$ cat src/rtl/gpu_mem_responder_if.sv
// GPU-side request/response and 64-bit memory-port signals of gpu_mem_responder.
// The responder connects through "slave"; whatever drives it (GPU plus memory model) uses "master".
interface gpu_mem_responder_if;
  logic         i_command;
  logic         o_busy;
  logic [1:0]   i_commandSize;
  logic         i_write;
  logic [14:0]  i_adr;
  logic [2:0]   i_subadr;
  logic [15:0]  i_writeMask;
  logic [255:0] i_dataOut;
  logic [255:0] o_dataIn;
  logic         o_dataInValid;
  logic         o_memReq;
  logic         i_memAck;
  logic         o_memWe;
  logic [16:0]  o_memAdr;
  logic [7:0]   o_memBE;
  logic [63:0]  o_memWData;
  logic [63:0]  i_memRData;
  logic         i_memRValid;

  modport slave (
    input  i_command, i_commandSize, i_write, i_adr, i_subadr, i_writeMask, i_dataOut,
           i_memAck, i_memRData, i_memRValid,
    output o_busy, o_dataIn, o_dataInValid, o_memReq, o_memWe, o_memAdr, o_memBE, o_memWData
  );

  modport master (
    output i_command, i_commandSize, i_write, i_adr, i_subadr, i_writeMask, i_dataOut,
           i_memAck, i_memRData, i_memRValid,
    input  o_busy, o_dataIn, o_dataInValid, o_memReq, o_memWe, o_memAdr, o_memBE, o_memWData
  );
endinterface

$ cat src/rtl/gpu_mem_responder.sv
// Splits a GPU 4B/8B/32B block request into 64-bit memory beats, and gathers in-order
// read returns into a 256-bit lane-aligned buffer.
module gpu_mem_responder #(
  parameter int SKIP_EMPTY_BEATS = 1
) (
  input logic                i_clk,
  input logic                i_nrst,
  gpu_mem_responder_if.slave bus
);

  typedef enum logic [2:0] {IDLE, WR_ISSUE, RD_ISSUE, RD_WAIT, DONE} state_t;

  state_t         state_q, state_d;
  logic           busy_q, busy_d;
  logic           write_q, write_d;
  logic [1:0]     size_q, size_d;
  logic [14:0]    adr_q, adr_d;
  logic [2:0]     subadr_q, subadr_d;
  logic [15:0]    mask_q, mask_d;
  logic [255:0]   wdata_q, wdata_d;
  logic [1:0]     word_q, word_d;
  logic           memReq_q, memReq_d;
  logic [1:0]     retWord_q, retWord_d;
  logic [2:0]     outCnt_q, outCnt_d;
  logic [255:0]   rdBuf_q, rdBuf_d;
  logic           dataValid_q, dataValid_d;
  logic [2:0]     nextBeat;
  logic           ackAccept;
  logic           retAccept;

  function automatic logic inRange(input logic [1:0] size, input logic [2:0] sub,
                                   input logic [1:0] w);
    return (size == 2'd1) || (w == sub[2:1]);
  endfunction

  // One mask bit covers a 16-bit pixel, i.e. two byte enables; 4B requests keep only one half.
  function automatic logic [7:0] beatBe(input logic [15:0] mask, input logic [1:0] size,
                                        input logic [2:0] sub, input logic [1:0] w);
    logic [7:0] be;
    logic [7:0] half;
    for (int k = 0; k < 4; k++) be[2*k +: 2] = {2{mask[{w, 2'(k)}]}};
    half = (size == 2'd2) ? (sub[0] ? 8'hF0 : 8'h0F) : 8'hFF;
    return inRange(size, sub, w) ? (be & half) : 8'h00;
  endfunction

  // Lowest issuable word at or above "from"; bit 2 set means no beat is left.
  function automatic logic [2:0] findBeat(input logic wr, input logic [15:0] mask,
                                          input logic [1:0] size, input logic [2:0] sub,
                                          input logic [2:0] from);
    logic [2:0] res;
    res = 3'b100;
    for (int i = 3; i >= 0; i--) begin
      if ((3'(i) >= from) && inRange(size, sub, 2'(i)) &&
          (!wr || (SKIP_EMPTY_BEATS == 0) || (beatBe(mask, size, sub, 2'(i)) != 8'h00)))
        res = {1'b0, 2'(i)};
    end
    return res;
  endfunction

  assign ackAccept = memReq_q && bus.i_memAck;
  assign retAccept = bus.i_memRValid && (outCnt_q != 3'd0);

  always_comb begin
    state_d     = state_q;
    write_d     = write_q;
    size_d      = size_q;
    adr_d       = adr_q;
    subadr_d    = subadr_q;
    mask_d      = mask_q;
    wdata_d     = wdata_q;
    word_d      = word_q;
    memReq_d    = memReq_q;
    retWord_d   = retWord_q;
    rdBuf_d     = rdBuf_q;
    dataValid_d = 1'b0;
    nextBeat    = 3'b100;
    outCnt_d    = outCnt_q + {2'b00, ackAccept && !write_q} - {2'b00, retAccept};

    // Returns come back in issue order, so the oldest outstanding lane is simply a counter.
    if (retAccept) begin
      rdBuf_d[{retWord_q, 6'd0} +: 64] = bus.i_memRData;
      retWord_d = retWord_q + 2'd1;
    end

    case (state_q)
      IDLE: begin
        if (bus.i_command && !busy_q) begin
          write_d  = bus.i_write;
          size_d   = bus.i_commandSize;
          adr_d    = bus.i_adr;
          subadr_d = bus.i_subadr;
          mask_d   = bus.i_writeMask;
          wdata_d  = bus.i_dataOut;
          nextBeat = findBeat(bus.i_write, bus.i_writeMask, bus.i_commandSize,
                              bus.i_subadr, 3'd0);
          if (!bus.i_write) begin
            rdBuf_d   = '0;
            retWord_d = nextBeat[1:0];
          end
          if (nextBeat[2]) begin
            state_d = DONE;
          end else begin
            state_d  = bus.i_write ? WR_ISSUE : RD_ISSUE;
            memReq_d = 1'b1;
            word_d   = nextBeat[1:0];
          end
        end
      end
      WR_ISSUE, RD_ISSUE: begin
        if (ackAccept) begin
          nextBeat = findBeat(write_q, mask_q, size_q, subadr_q, {1'b0, word_q} + 3'd1);
          if (nextBeat[2]) begin
            memReq_d = 1'b0;
            state_d  = write_q ? DONE : RD_WAIT;
          end else begin
            word_d = nextBeat[1:0];
          end
        end
      end
      RD_WAIT: begin
        if (retAccept && (outCnt_q == 3'd1)) begin
          state_d     = DONE;
          dataValid_d = 1'b1;
        end
      end
      DONE:    state_d = IDLE;
      default: state_d = IDLE;
    endcase

    busy_d = (state_d != IDLE);
  end

  always_ff @(posedge i_clk or negedge i_nrst) begin
    if (!i_nrst) begin
      state_q     <= IDLE;
      busy_q      <= 1'b0;
      write_q     <= 1'b0;
      size_q      <= 2'd0;
      adr_q       <= 15'd0;
      subadr_q    <= 3'd0;
      mask_q      <= 16'd0;
      wdata_q     <= '0;
      word_q      <= 2'd0;
      memReq_q    <= 1'b0;
      retWord_q   <= 2'd0;
      outCnt_q    <= 3'd0;
      rdBuf_q     <= '0;
      dataValid_q <= 1'b0;
    end else begin
      state_q     <= state_d;
      busy_q      <= busy_d;
      write_q     <= write_d;
      size_q      <= size_d;
      adr_q       <= adr_d;
      subadr_q    <= subadr_d;
      mask_q      <= mask_d;
      wdata_q     <= wdata_d;
      word_q      <= word_d;
      memReq_q    <= memReq_d;
      retWord_q   <= retWord_d;
      outCnt_q    <= outCnt_d;
      rdBuf_q     <= rdBuf_d;
      dataValid_q <= dataValid_d;
    end
  end

  // Beat fields are derived from held registers, so they stay put until acknowledged.
  assign bus.o_busy        = busy_q;
  assign bus.o_memReq      = memReq_q;
  assign bus.o_memWe       = memReq_q && write_q;
  assign bus.o_memAdr      = memReq_q ? {adr_q, word_q} : 17'd0;
  assign bus.o_memBE       = !memReq_q ? 8'h00 :
                             (write_q ? beatBe(mask_q, size_q, subadr_q, word_q) : 8'hFF);
  assign bus.o_memWData    = (memReq_q && write_q) ? wdata_q[{word_q, 6'd0} +: 64] : 64'd0;
  assign bus.o_dataIn      = rdBuf_q;
  assign bus.o_dataInValid = dataValid_q;

endmodule

$ cat src/flat_wrapper.sv
// flat-port wrapper written by rule: the top's interface ports become plain ports
module gpu_mem_responder_flat 
#(
  parameter int SKIP_EMPTY_BEATS = 1
)
  (i_clk, i_nrst, bus_i_command, bus_i_commandSize, bus_i_write, bus_i_adr, bus_i_subadr, bus_i_writeMask, bus_i_dataOut, bus_i_memAck, bus_i_memRData, bus_i_memRValid, bus_o_busy, bus_o_dataIn, bus_o_dataInValid, bus_o_memReq, bus_o_memWe, bus_o_memAdr, bus_o_memBE, bus_o_memWData);
  gpu_mem_responder_if bus_i ();
  input logic i_clk;
  input logic i_nrst;
  input wire logic [$bits(bus_i.i_command)-1:0] bus_i_command;
  input wire logic [$bits(bus_i.i_commandSize)-1:0] bus_i_commandSize;
  input wire logic [$bits(bus_i.i_write)-1:0] bus_i_write;
  input wire logic [$bits(bus_i.i_adr)-1:0] bus_i_adr;
  input wire logic [$bits(bus_i.i_subadr)-1:0] bus_i_subadr;
  input wire logic [$bits(bus_i.i_writeMask)-1:0] bus_i_writeMask;
  input wire logic [$bits(bus_i.i_dataOut)-1:0] bus_i_dataOut;
  input wire logic [$bits(bus_i.i_memAck)-1:0] bus_i_memAck;
  input wire logic [$bits(bus_i.i_memRData)-1:0] bus_i_memRData;
  input wire logic [$bits(bus_i.i_memRValid)-1:0] bus_i_memRValid;
  output wire logic [$bits(bus_i.o_busy)-1:0] bus_o_busy;
  output wire logic [$bits(bus_i.o_dataIn)-1:0] bus_o_dataIn;
  output wire logic [$bits(bus_i.o_dataInValid)-1:0] bus_o_dataInValid;
  output wire logic [$bits(bus_i.o_memReq)-1:0] bus_o_memReq;
  output wire logic [$bits(bus_i.o_memWe)-1:0] bus_o_memWe;
  output wire logic [$bits(bus_i.o_memAdr)-1:0] bus_o_memAdr;
  output wire logic [$bits(bus_i.o_memBE)-1:0] bus_o_memBE;
  output wire logic [$bits(bus_i.o_memWData)-1:0] bus_o_memWData;
  assign bus_i.i_command = bus_i_command;
  assign bus_i.i_commandSize = bus_i_commandSize;
  assign bus_i.i_write = bus_i_write;
  assign bus_i.i_adr = bus_i_adr;
  assign bus_i.i_subadr = bus_i_subadr;
  assign bus_i.i_writeMask = bus_i_writeMask;
  assign bus_i.i_dataOut = bus_i_dataOut;
  assign bus_i.i_memAck = bus_i_memAck;
  assign bus_i.i_memRData = bus_i_memRData;
  assign bus_i.i_memRValid = bus_i_memRValid;
  assign bus_o_busy = bus_i.o_busy;
  assign bus_o_dataIn = bus_i.o_dataIn;
  assign bus_o_dataInValid = bus_i.o_dataInValid;
  assign bus_o_memReq = bus_i.o_memReq;
  assign bus_o_memWe = bus_i.o_memWe;
  assign bus_o_memAdr = bus_i.o_memAdr;
  assign bus_o_memBE = bus_i.o_memBE;
  assign bus_o_memWData = bus_i.o_memWData;
  gpu_mem_responder #(.SKIP_EMPTY_BEATS(SKIP_EMPTY_BEATS)) u_core (.i_clk(i_clk), .i_nrst(i_nrst), .bus(bus_i));
endmodule
$ cat config.mk
export PLATFORM = sky130hd
export DESIGN_NAME = gpu_mem_responder_flat
export DESIGN_NICKNAME = d
export VERILOG_FILES = /design/src/rtl/gpu_mem_responder_if.sv /design/src/rtl/gpu_mem_responder.sv /design/src/flat_wrapper.sv
export SDC_FILE = /design/constraint.sdc
export NUM_CORES = 1
export LEC_CHECK = 0
export CORE_AREA = 4 4 277 279
export CTS_BUF_LIST = sky130_fd_sc_hd__clkbuf_4 sky130_fd_sc_hd__clkbuf_8 sky130_fd_sc_hd__clkbuf_16
export DETAILED_ROUTE_END_ITERATION = 7
export DIE_AREA = 0 0 281 283
export PLACE_DENSITY = 0.64
export SYNTH_ARGS = -nofsm -noshare
export SYNTH_HDL_FRONTEND = slang
export SYNTH_SLANG_ARGS = --single-unit
$ cat constraint.sdc
create_clock -name i_clk -period 2.6 [get_ports i_clk]
set_clock_uncertainty 0.05 [all_clocks]
set_input_delay 0.52 -clock i_clk [delete_from_list [all_inputs] [get_ports i_clk]]
set_output_delay 0.52 -clock i_clk [all_outputs]
set_load 0.01 [all_outputs]
Yosys cells after proc, flatten, opt, wreduce, memory -nomap -nowiden

Index checks and enable logic that the tools add are counted.

Add/subtract/negate cells: 5
Order comparisons: 8
Eq/ne operators: 20
Shifts and indexed selects: 3
Multiplexer cells: 66
Bitwise gates (word level): 9
Reductions and logical operators: 56

Operators with widths:

| cell                                                                      | number |
|---|---|
| 256-bit 2-to-1 mux                                                        | 4 |
| 256-bit bitwise mux                                                       | 1 |
| 64-bit by 10-bit variable shift with 256-bit output, first input constant | 1 |
| 256-bit by 9-bit variable part select with 64-bit output                  | 1 |
| 64-bit by 10-bit variable part select with 256-bit output                 | 1 |
| 8-bit 2-to-1 mux                                                          | 15 |
| 8-bit bitwise AND                                                         | 9 |
| 64-bit 2-to-1 mux                                                         | 1 |
| 8-bit nonzero test                                                        | 8 |
| 3-bit 2-to-1 mux                                                          | 18 |
| 4-bit by 5-bit < comparator with 1-bit output, second input constant      | 4 |
| 1-bit logical AND                                                         | 18 |
| 2-bit 2-to-1 mux                                                          | 9 |
| 1-bit logical OR                                                          | 17 |
| 17-bit 2-to-1 mux                                                         | 1 |
| 1-bit 2-to-1 mux                                                          | 10 |
| 8-bit negation with 10-bit output                                         | 1 |
| 5-bit AND reduction                                                       | 2 |
| 3-bit case mux with 3 select lines                                        | 1 |
| 1-bit binary-select mux with 2-bit select                                 | 4 |
| 2-bit equality test, first input constant                                 | 4 |
| 3-bit by 1-bit equality test with 1-bit output, second input constant     | 2 |
| 3-bit by 2-bit equality test with 1-bit output, second input constant     | 2 |
| 1-bit by 3-bit >= comparator with 1-bit output, first input constant      | 2 |
| other kinds (20)                                                          | 31 |

Bits in registers: 562
Input port bits: 362
Output and inout bits: 349
Word-level logic and storage cells: 181

Logic depth before layout (Yosys ltp)

Gate-level depths: netlist of the first run.

Depth after elaboration: 17
Gate-level depth with buffers: 10
Depth with buffers taken out: 9

Least setup slack after synthesis of the first run

No wires, ideal clock.

Kind: register -> output
Start: register u_core.word_q[0]
End: output bus_o_memWData[45]
Arrival time: 1.846 ns
Data required time: 2.030 ns
Slack: 0.184 ns
Cell stages (with the launch flop): 6
Buffers on the path: 3
Cell sequence: dfrtp_1 buf_2 buf_2 buf_2 mux4_2 and2_1

Cells in the longest elaborated chain, start to end: 2

Ends and longest elaborated chain:

| item                                                     | RTL line                 | source |
|---|---|---|
| from (decl)                                              | gpu_mem_responder.sv:21  | `logic [1:0] word_q, word_d;` |
| from (signal assigned)                                   | gpu_mem_responder.sv:158 | `word_q <= word_d;` |
| 256-bit by 9-bit variable part select with 64-bit output | gpu_mem_responder.sv:174 | `assign bus.o_memWData = (memReq_q && write_q) ? wdata_q[{word_q, 6'd0} +: 64] : 64'd0;` |
| 64-bit 2-to-1 mux                                        | gpu_mem_responder.sv:174 |  |
| to (decl)                                                | flat_wrapper.sv:27       | `output wire logic [$bits(bus_i.o_memWData)-1:0] bus_o_memWData;` |

No other way between the ends.

Worst setup path after layout of the first run

Start: register u_core.word_q[0]
End: output bus_o_memWData[51]

Same word-level chain as after synthesis.

==> flow_metrics.env, run 1 <==
export IMPL_yosys_area_top_type="dfrtp_1"
export IMPL_leakage_nw=16.8
export IMPL_cp_num_buf_inv=4
export IMPL_synth_common_cells="nand2_1 (1147), dfrtp_1 (562), a21oi_1 (261), nand3_1 (258), clkbuf_1 (138)"
export IMPL_io_pins=711
export IMPL_tightest_slew_ns=0.644
export IMPL_period_needed_ns=2.88
export IMPL_cp_end_kind="output pin"
export IMPL_synth_area_sq_um=24700
export IMPL_maxCapViolCount=0
export IMPL_synth_distinct_cells=49
export IMPL_synth_top_family_by_area="simple AND/OR/NAND/NOR gates"
export IMPL_drt_iter0_markers=1723
export IMPL_area_growth_pct=48.8
export IMPL_crit_slowest_cell="dfrtp_4"
export IMPL_drcViolationCount=0
export IMPL_ys_warnings_count=0
export IMPL_hpwlAfterDp_um=65600
export IMPL_hold_violations=0
export IMPL_h_tree_depth=3
export IMPL_initial_core_util=0.333
export IMPL_critical_path_top_delay_family="buffers and inverters"
export IMPL_p_per_area_nw_per_um2=1170
export IMPL_period_share=1.11
export IMPL_wl_per_cell_um=21.3
export IMPL_fin_nets=3796
export IMPL_synth_compound_area_frac=0.0651
export IMPL_violations="setup timing"
export IMPL_maxSlewViolCount=0
export IMPL_dieHeight_um=283
export IMPL_path_clk_slew_ns=0.06
export IMPL_routed_via_count=22500
export IMPL_avgSynthCellArea_sq_um=9.18
export IMPL_final_layout_size_suffix_gt1_frac=0.146
export IMPL_crit_path_frequent_cell="buf_12"
export IMPL_cp_max_fo=7
export IMPL_routed_wirelength_um=95000
export IMPL_routabilityCongestion=0.868
export IMPL_clkLatencyLatePin_ns=0.59
export IMPL_clockRootBuffer="clkbuf_16"
export IMPL_synth_area_leaders="dfrtp_1 (57%), nand2_1 (17%), mux4_2 (6.2%)"
export IMPL_r2r_start="u_core.size_q[0]"
export IMPL_grt_first_pass_wirelength_um=142000
export IMPL_ys_seq_area_frac=0.569
export IMPL_num_rows=100
export IMPL_track_usage=0.232
export IMPL_finalSetupViolations=72
export IMPL_startpoint_type="register"
export IMPL_rsz0062_at_grt="true"
export IMPL_via_per_inst=5.05
export IMPL_die_w_um=281
export IMPL_synth_xor_area_frac=0.00213
export IMPL_slew_headroom=0.571
export IMPL_rrSetupSlack_ns=0.40
export IMPL_synthAdderAreaFrac=0.00435
export IMPL_grt_pass1_vias=22700
export IMPL_synth_seq_cells=562
export IMPL_die_area_sq_um=79500
export IMPL_path_class="reg2out"
export IMPL_post_dp_cell_area_sq_um=33700
export IMPL_required_ns=2.03
export IMPL_async_flop_share=1.00
export IMPL_fill_cells=6809
export IMPL_synthSimpleGateAreaFrac=0.261
export IMPL_final_util=0.496
export IMPL_synthMuxAreaShare=0.0632
export IMPL_syn_inst=2693
export IMPL_synth_edff_count=0
export IMPL_ant_nets=0
export IMPL_slowest_delay_ns=0.51
export IMPL_dr_pass1_iters=5
export IMPL_holdWs_ns=0.386
export IMPL_finalInstanceArea_sq_um=36800
export IMPL_synth_nets=3063
export IMPL_synthFlopType="dfrtp_1"
export IMPL_clock_fmax_ghz=0.347
export IMPL_outcome="complete, but fails checks"
export IMPL_worst_slack_ns=-0.279
export IMPL_reg2reg_depth=6
export IMPL_worstReg2RegEnd="u_core.state_q[0]"
export IMPL_antenna_found_initial=22
export IMPL_cts_tree="done"
export IMPL_path_cells="buf_12 -> buf_16 -> buf_12 -> mux4_2 -> and2_4 -> buf_6"
export IMPL_grt_overflow_total=0
export IMPL_cp_arrival_ns=2.31
export IMPL_cts_buffers=66
export IMPL_max_clock_path_buffers=3
export IMPL_min_delay_path_class="in2async"
export IMPL_portBuffers=710
export IMPL_fp_coreArea_sq_um=74200
export IMPL_post_synth_top_count_cell="nand2_1"
export IMPL_synth_top_area_share=0.569
export IMPL_peakVddDrop_uv=853
export IMPL_grt_max_degree=102
export IMPL_clock_sinks=562
-- placed cells by master, fill, tap and decap left out, types with 5 or more instances in the layout --
master              n
clkbuf_16          68
clkinv_2            6
nand2b_1            7
a21oi_1           261
buf_12             51
dfrtp_1           560
inv_1               8
and2_1             23
mux4_2             68
diode_2            12
nor2_1             22
and2_4             59
buf_2              10
clkbuf_8           15
buf_6              81
ha_1                7
nor3b_2             5
clkbuf_4           18
clkdlybuf4s50_1   635
buf_4              75
nand3_1           258
o221ai_1            6
buf_8               6
nand2_1          1143
-- per-stage QoR --
| step | instances | power (W) | setup TNS (ns) | worst slack (ns) |
|---|---|---|---|---|
| final | 4456 | 0.0430 | -12.26 | -0.279 |
| after floorplan | 2693 | 0.0231 | 0 | 0.184 |
| after CTS | 4436 | 0.0430 | -16.16 | -0.319 |
| after global routing | 4453 | 0.0456 | -18.10 | -0.351 |
| after global placement | 4287 | 0.0319 | -7.79 | -0.268 |
| after detailed placement | 4287 | 0.0323 | -9.10 | -0.279 |
-- registers in the layout (all words and copies together) (netlist names) --
register                  cells
u_core.wdata_q              256
u_core.bus.o_memReq           1
u_core.adr_q                 15
u_core.state_q                3
u_core.subadr_q               3
u_core.write_q                1
u_core.bus.o_busy             1
u_core.retWord_q              2
u_core.size_q                 2
u_core.mask_q                16
u_core.word_q                 2
u_core.bus.o_dataIn         256
u_core.bus.o_dataInValid      1
u_core.outCnt_q               3
-- area by class of cell --
type / count / area [sq um] / area share
tap: 969 / 1210 / 0.0330
inverter: 8 / 30.0 / 0.000817
antenna: 12 / 30.0 / 0.000817
clock buffer: 101 / 2040 / 0.0556
clock inverter: 16 / 148 / 0.00401
multi-input combinational: 1920 / 10000 / 0.272
timing repair buffer: 868 / 9230 / 0.251
sequential: 562 / 14100 / 0.383
-- where the power goes --
part           leakage [nW]  switching [W]  internal [W]
Clock                  1.10        0.00384       0.00547
Sequential             7.35        0.00223        0.0122
Combinational          8.36        0.00974       0.00956
-- worst max path at each step --
stage                      from            endpoint  slack (ns)  cells past startpoint
6_report       u_core.word_q[0]  bus_o_memWData[51]       -0.28                      6
5_1_grt        u_core.word_q[0]  bus_o_memWData[21]       -0.35                      6
2_1_floorplan  u_core.word_q[0]  bus_o_memWData[45]        0.18                      5
3_5_place_dp   u_core.word_q[0]      bus_o_memBE[2]       -0.28                      7
3_3_place_gp   u_core.word_q[0]      bus_o_memBE[2]       -0.27                      7
4_1_cts        u_core.word_q[0]  bus_o_memWData[21]       -0.32                      6
-- layer usage --
layer / vias up / routed length (um) / GRT usage
li1: 10300 / - / -
met1: 11000 / 37100 / 0.290
met2: 1029 / 46000 / 0.383
met3: 175 / 8790 / 0.0669
met4: 20 / 3000 / 0.0841
met5: - / 141 / 0
-- logic make-up (layout without fill, tap and decap cells) --
family / count (synthesis) / in the layout
xor gates and xnor gates: 6 / 6
AOI/OAI and AO/OA: 293 / 293
and+or+nand+nor: 1543 / 1543
muxes: 70 / 70
adders and majority gates: 8 / 8
buffers and inverters: 211 / 993
DFF: 562 / 562
other: 0 / 12
-- repair_timing --
item | CTS | global route
setup buffers | 27 | 10
gates cloned | 6 | 0
hold buffers | 1 | 0
resized for setup | 433 | 37
endpoints found under the hold margin | 24 | 0
pin swaps | 39 | 10
endpoints found under the setup margin | 75 | 72
No activity file was read; power rests on OpenSTA's default activity.
==> run 2, diff against run 1 <==
CTS_BUF_LIST = not set   (was sky130_fd_sc_hd__clkbuf_4 sky130_fd_sc_hd__clkbuf_8 sky130_fd_sc_hd__clkbuf_16)
==> run 2 against run 1 <==
- the run still ends with setup timing left
- sequential power is essentially flat
- flip-flop and latch count is the same
- combinational power is essentially flat
- worst hold slack gained 0.0011 ns
- utilization shrank 0.069 points
- non-clock buffer count grew 1
- total power shrank 0.42%
- critical path depth is the same
- final area shrank 0.14%
- sequential share of layout area grew 0.053 points
- global-route usage is essentially flat
- fmax shrank 0.10%
- highest routed layer unchanged
==> flow_metrics.env, run 2 (synthesized netlist as in run 1, its figures left out) <==
export IMPL_violations="setup timing"
export IMPL_finalSetupViolations=71
export IMPL_fp_coreArea_sq_um=74200
export IMPL_grt_overflow_total=0
export IMPL_track_usage=0.232
export IMPL_via_per_inst=5.03
export IMPL_dr_pass1_iters=5
export IMPL_leakage_nw=16.8
export IMPL_max_clock_path_buffers=3
export IMPL_hpwlAfterDp_um=65600
export IMPL_h_tree_depth=3
export IMPL_slew_headroom=0.560
export IMPL_initial_core_util=0.333
export IMPL_grt_max_degree=102
export IMPL_routabilityCongestion=0.868
export IMPL_path_class="reg2out"
export IMPL_min_delay_path_class="in2async"
export IMPL_cts_tree="done"
export IMPL_drcViolationCount=0
export IMPL_maxCapViolCount=0
export IMPL_fill_cells=6804
export IMPL_grt_pass1_vias=22700
export IMPL_grt_first_pass_wirelength_um=142000
export IMPL_worst_slack_ns=-0.282
export IMPL_r2r_start="u_core.size_q[0]"
export IMPL_final_cell_mix="nand2_1 (1143), clkdlybuf4s50_1 (635), dfrtp_1 (560)"
export IMPL_final_layout_size_suffix_gt1_frac=0.142
export IMPL_antenna_found_initial=22
export IMPL_portBuffers=710
export IMPL_startpoint_type="register"
export IMPL_dieHeight_um=283
export IMPL_holdWs_ns=0.387
export IMPL_routed_via_count=22400
export IMPL_period_needed_ns=2.88
export IMPL_tightest_slew_ns=0.659
export IMPL_area_growth_pct=48.6
export IMPL_ant_nets=0
export IMPL_rsz0062_at_grt="true"
export IMPL_drt_iter0_markers=1803
export IMPL_io_pins=711
export IMPL_die_w_um=281
export IMPL_reg2reg_depth=6
export IMPL_required_ns=2.03
export IMPL_clkLatencyLatePin_ns=0.58
export IMPL_outcome="complete, but fails checks"
export IMPL_maxSlewViolCount=0
export IMPL_cp_end_kind="output pin"
export IMPL_routed_wirelength_um=95000
export IMPL_peakVddDrop_uv=854
export IMPL_multi_input_area_sq_um=10000
export IMPL_die_area_sq_um=79500
export IMPL_cts_buffers=66
export IMPL_clock_sinks=562
export IMPL_period_share=1.11
export IMPL_cp_max_fo=7
export IMPL_regArea_sq_um=14100
export IMPL_finalInstanceArea_sq_um=36700
export IMPL_post_dp_cell_area_sq_um=33700
export IMPL_fin_nets=3797
export IMPL_wl_per_cell_um=21.3
export IMPL_layout_commonest_cell="nand2_1"
export IMPL_hold_violations=0
export IMPL_p_per_area_nw_per_um2=1170
export IMPL_clockRootBuffer="clkbuf_16"
export IMPL_cp_arrival_ns=2.31
export IMPL_num_rows=100
export IMPL_worstReg2RegEnd="u_core.state_q[0]"
export IMPL_path_clk_slew_ns=0.06
export IMPL_rrSetupSlack_ns=0.38
export IMPL_clock_fmax_ghz=0.347
-- run 2: cell count changes in the layout (fill, tap and decap cells not counted), sizes merged --
| cell | change |
|---|---|
| buf | +1 |
-- run 2: final cells by class --
type / instances / share of cell area
antenna: 12 / 0.000818
clock buffer: 101 / 0.0538
clock inverter: 16 / 0.00402
inverter: 8 / 0.000818
multi-input combinational: 1920 / 0.273
sequential: 562 / 0.383
tap: 969 / 0.0330
timing repair buffer: 869 / 0.252
-- run 2: critical path, stage by stage (launching register included) --
cell and delay, ns:
dfrtp_4 0.55, buf_12 0.18, buf_16 0.14, buf_12 0.13
mux4_2 0.44, and2_4 0.17, buf_6 0.11
-- run 2: how the worst max path moves through the flow --
| stage | start | end | slack (ns) | cells past startpoint |
|---|---|---|---|---|
| after detailed placement | u_core.word_q[0] | bus_o_memBE[2] | -0.28 | 7 |
| final | u_core.word_q[0] | bus_o_memWData[21] | -0.28 | 6 |
| after global routing | u_core.word_q[0] | bus_o_memWData[43] | -0.36 | 6 |
| after floorplan | u_core.word_q[0] | bus_o_memWData[45] | 0.18 | 5 |
| after CTS | u_core.word_q[0] | bus_o_memWData[21] | -0.32 | 6 |
| after global placement | u_core.word_q[0] | bus_o_memBE[2] | -0.27 | 7 |
-- run 2: repair_timing --
item / CTS / global route
endpoints found under the hold margin: 24 / 0
endpoints found under the setup margin: 75 / 72
hold buffers: 1 / 0
buffers inserted: 29 / 10
resized for setup: 438 / 36
pin swaps: 39 / 9
cloned: 6 / 0
-- run 2: per-stage QoR --
step,setup TNS [ns],util,std cells,power [W],setup slack [ns]
final,-12.59,0.495,4457,0.0429,-0.282
after global routing,-18.32,0.495,4454,0.0454,-0.359
after CTS,-16.47,0.492,4438,0.0429,-0.322
after detailed placement,-9.10,0.454,4287,0.0323,-0.279
after global placement,-7.79,0.454,4287,0.0319,-0.268
after floorplan,0,-,2693,0.0231,0.184
-- run 2: report_power, final --
group          internal [W]  switching, W
clock network       0.00528       0.00382
logic               0.00958       0.00975
registers            0.0122       0.00223
total                0.0271        0.0158
-- run 2: metal layers --
metal  up-vias  share of wire  track usage
met4        20          0.035       0.0906
li1      10300              -            -
met3       195          0.093       0.0709
met2       990           0.48        0.378
met1     10900           0.39        0.288
met5         -         0.0013            0
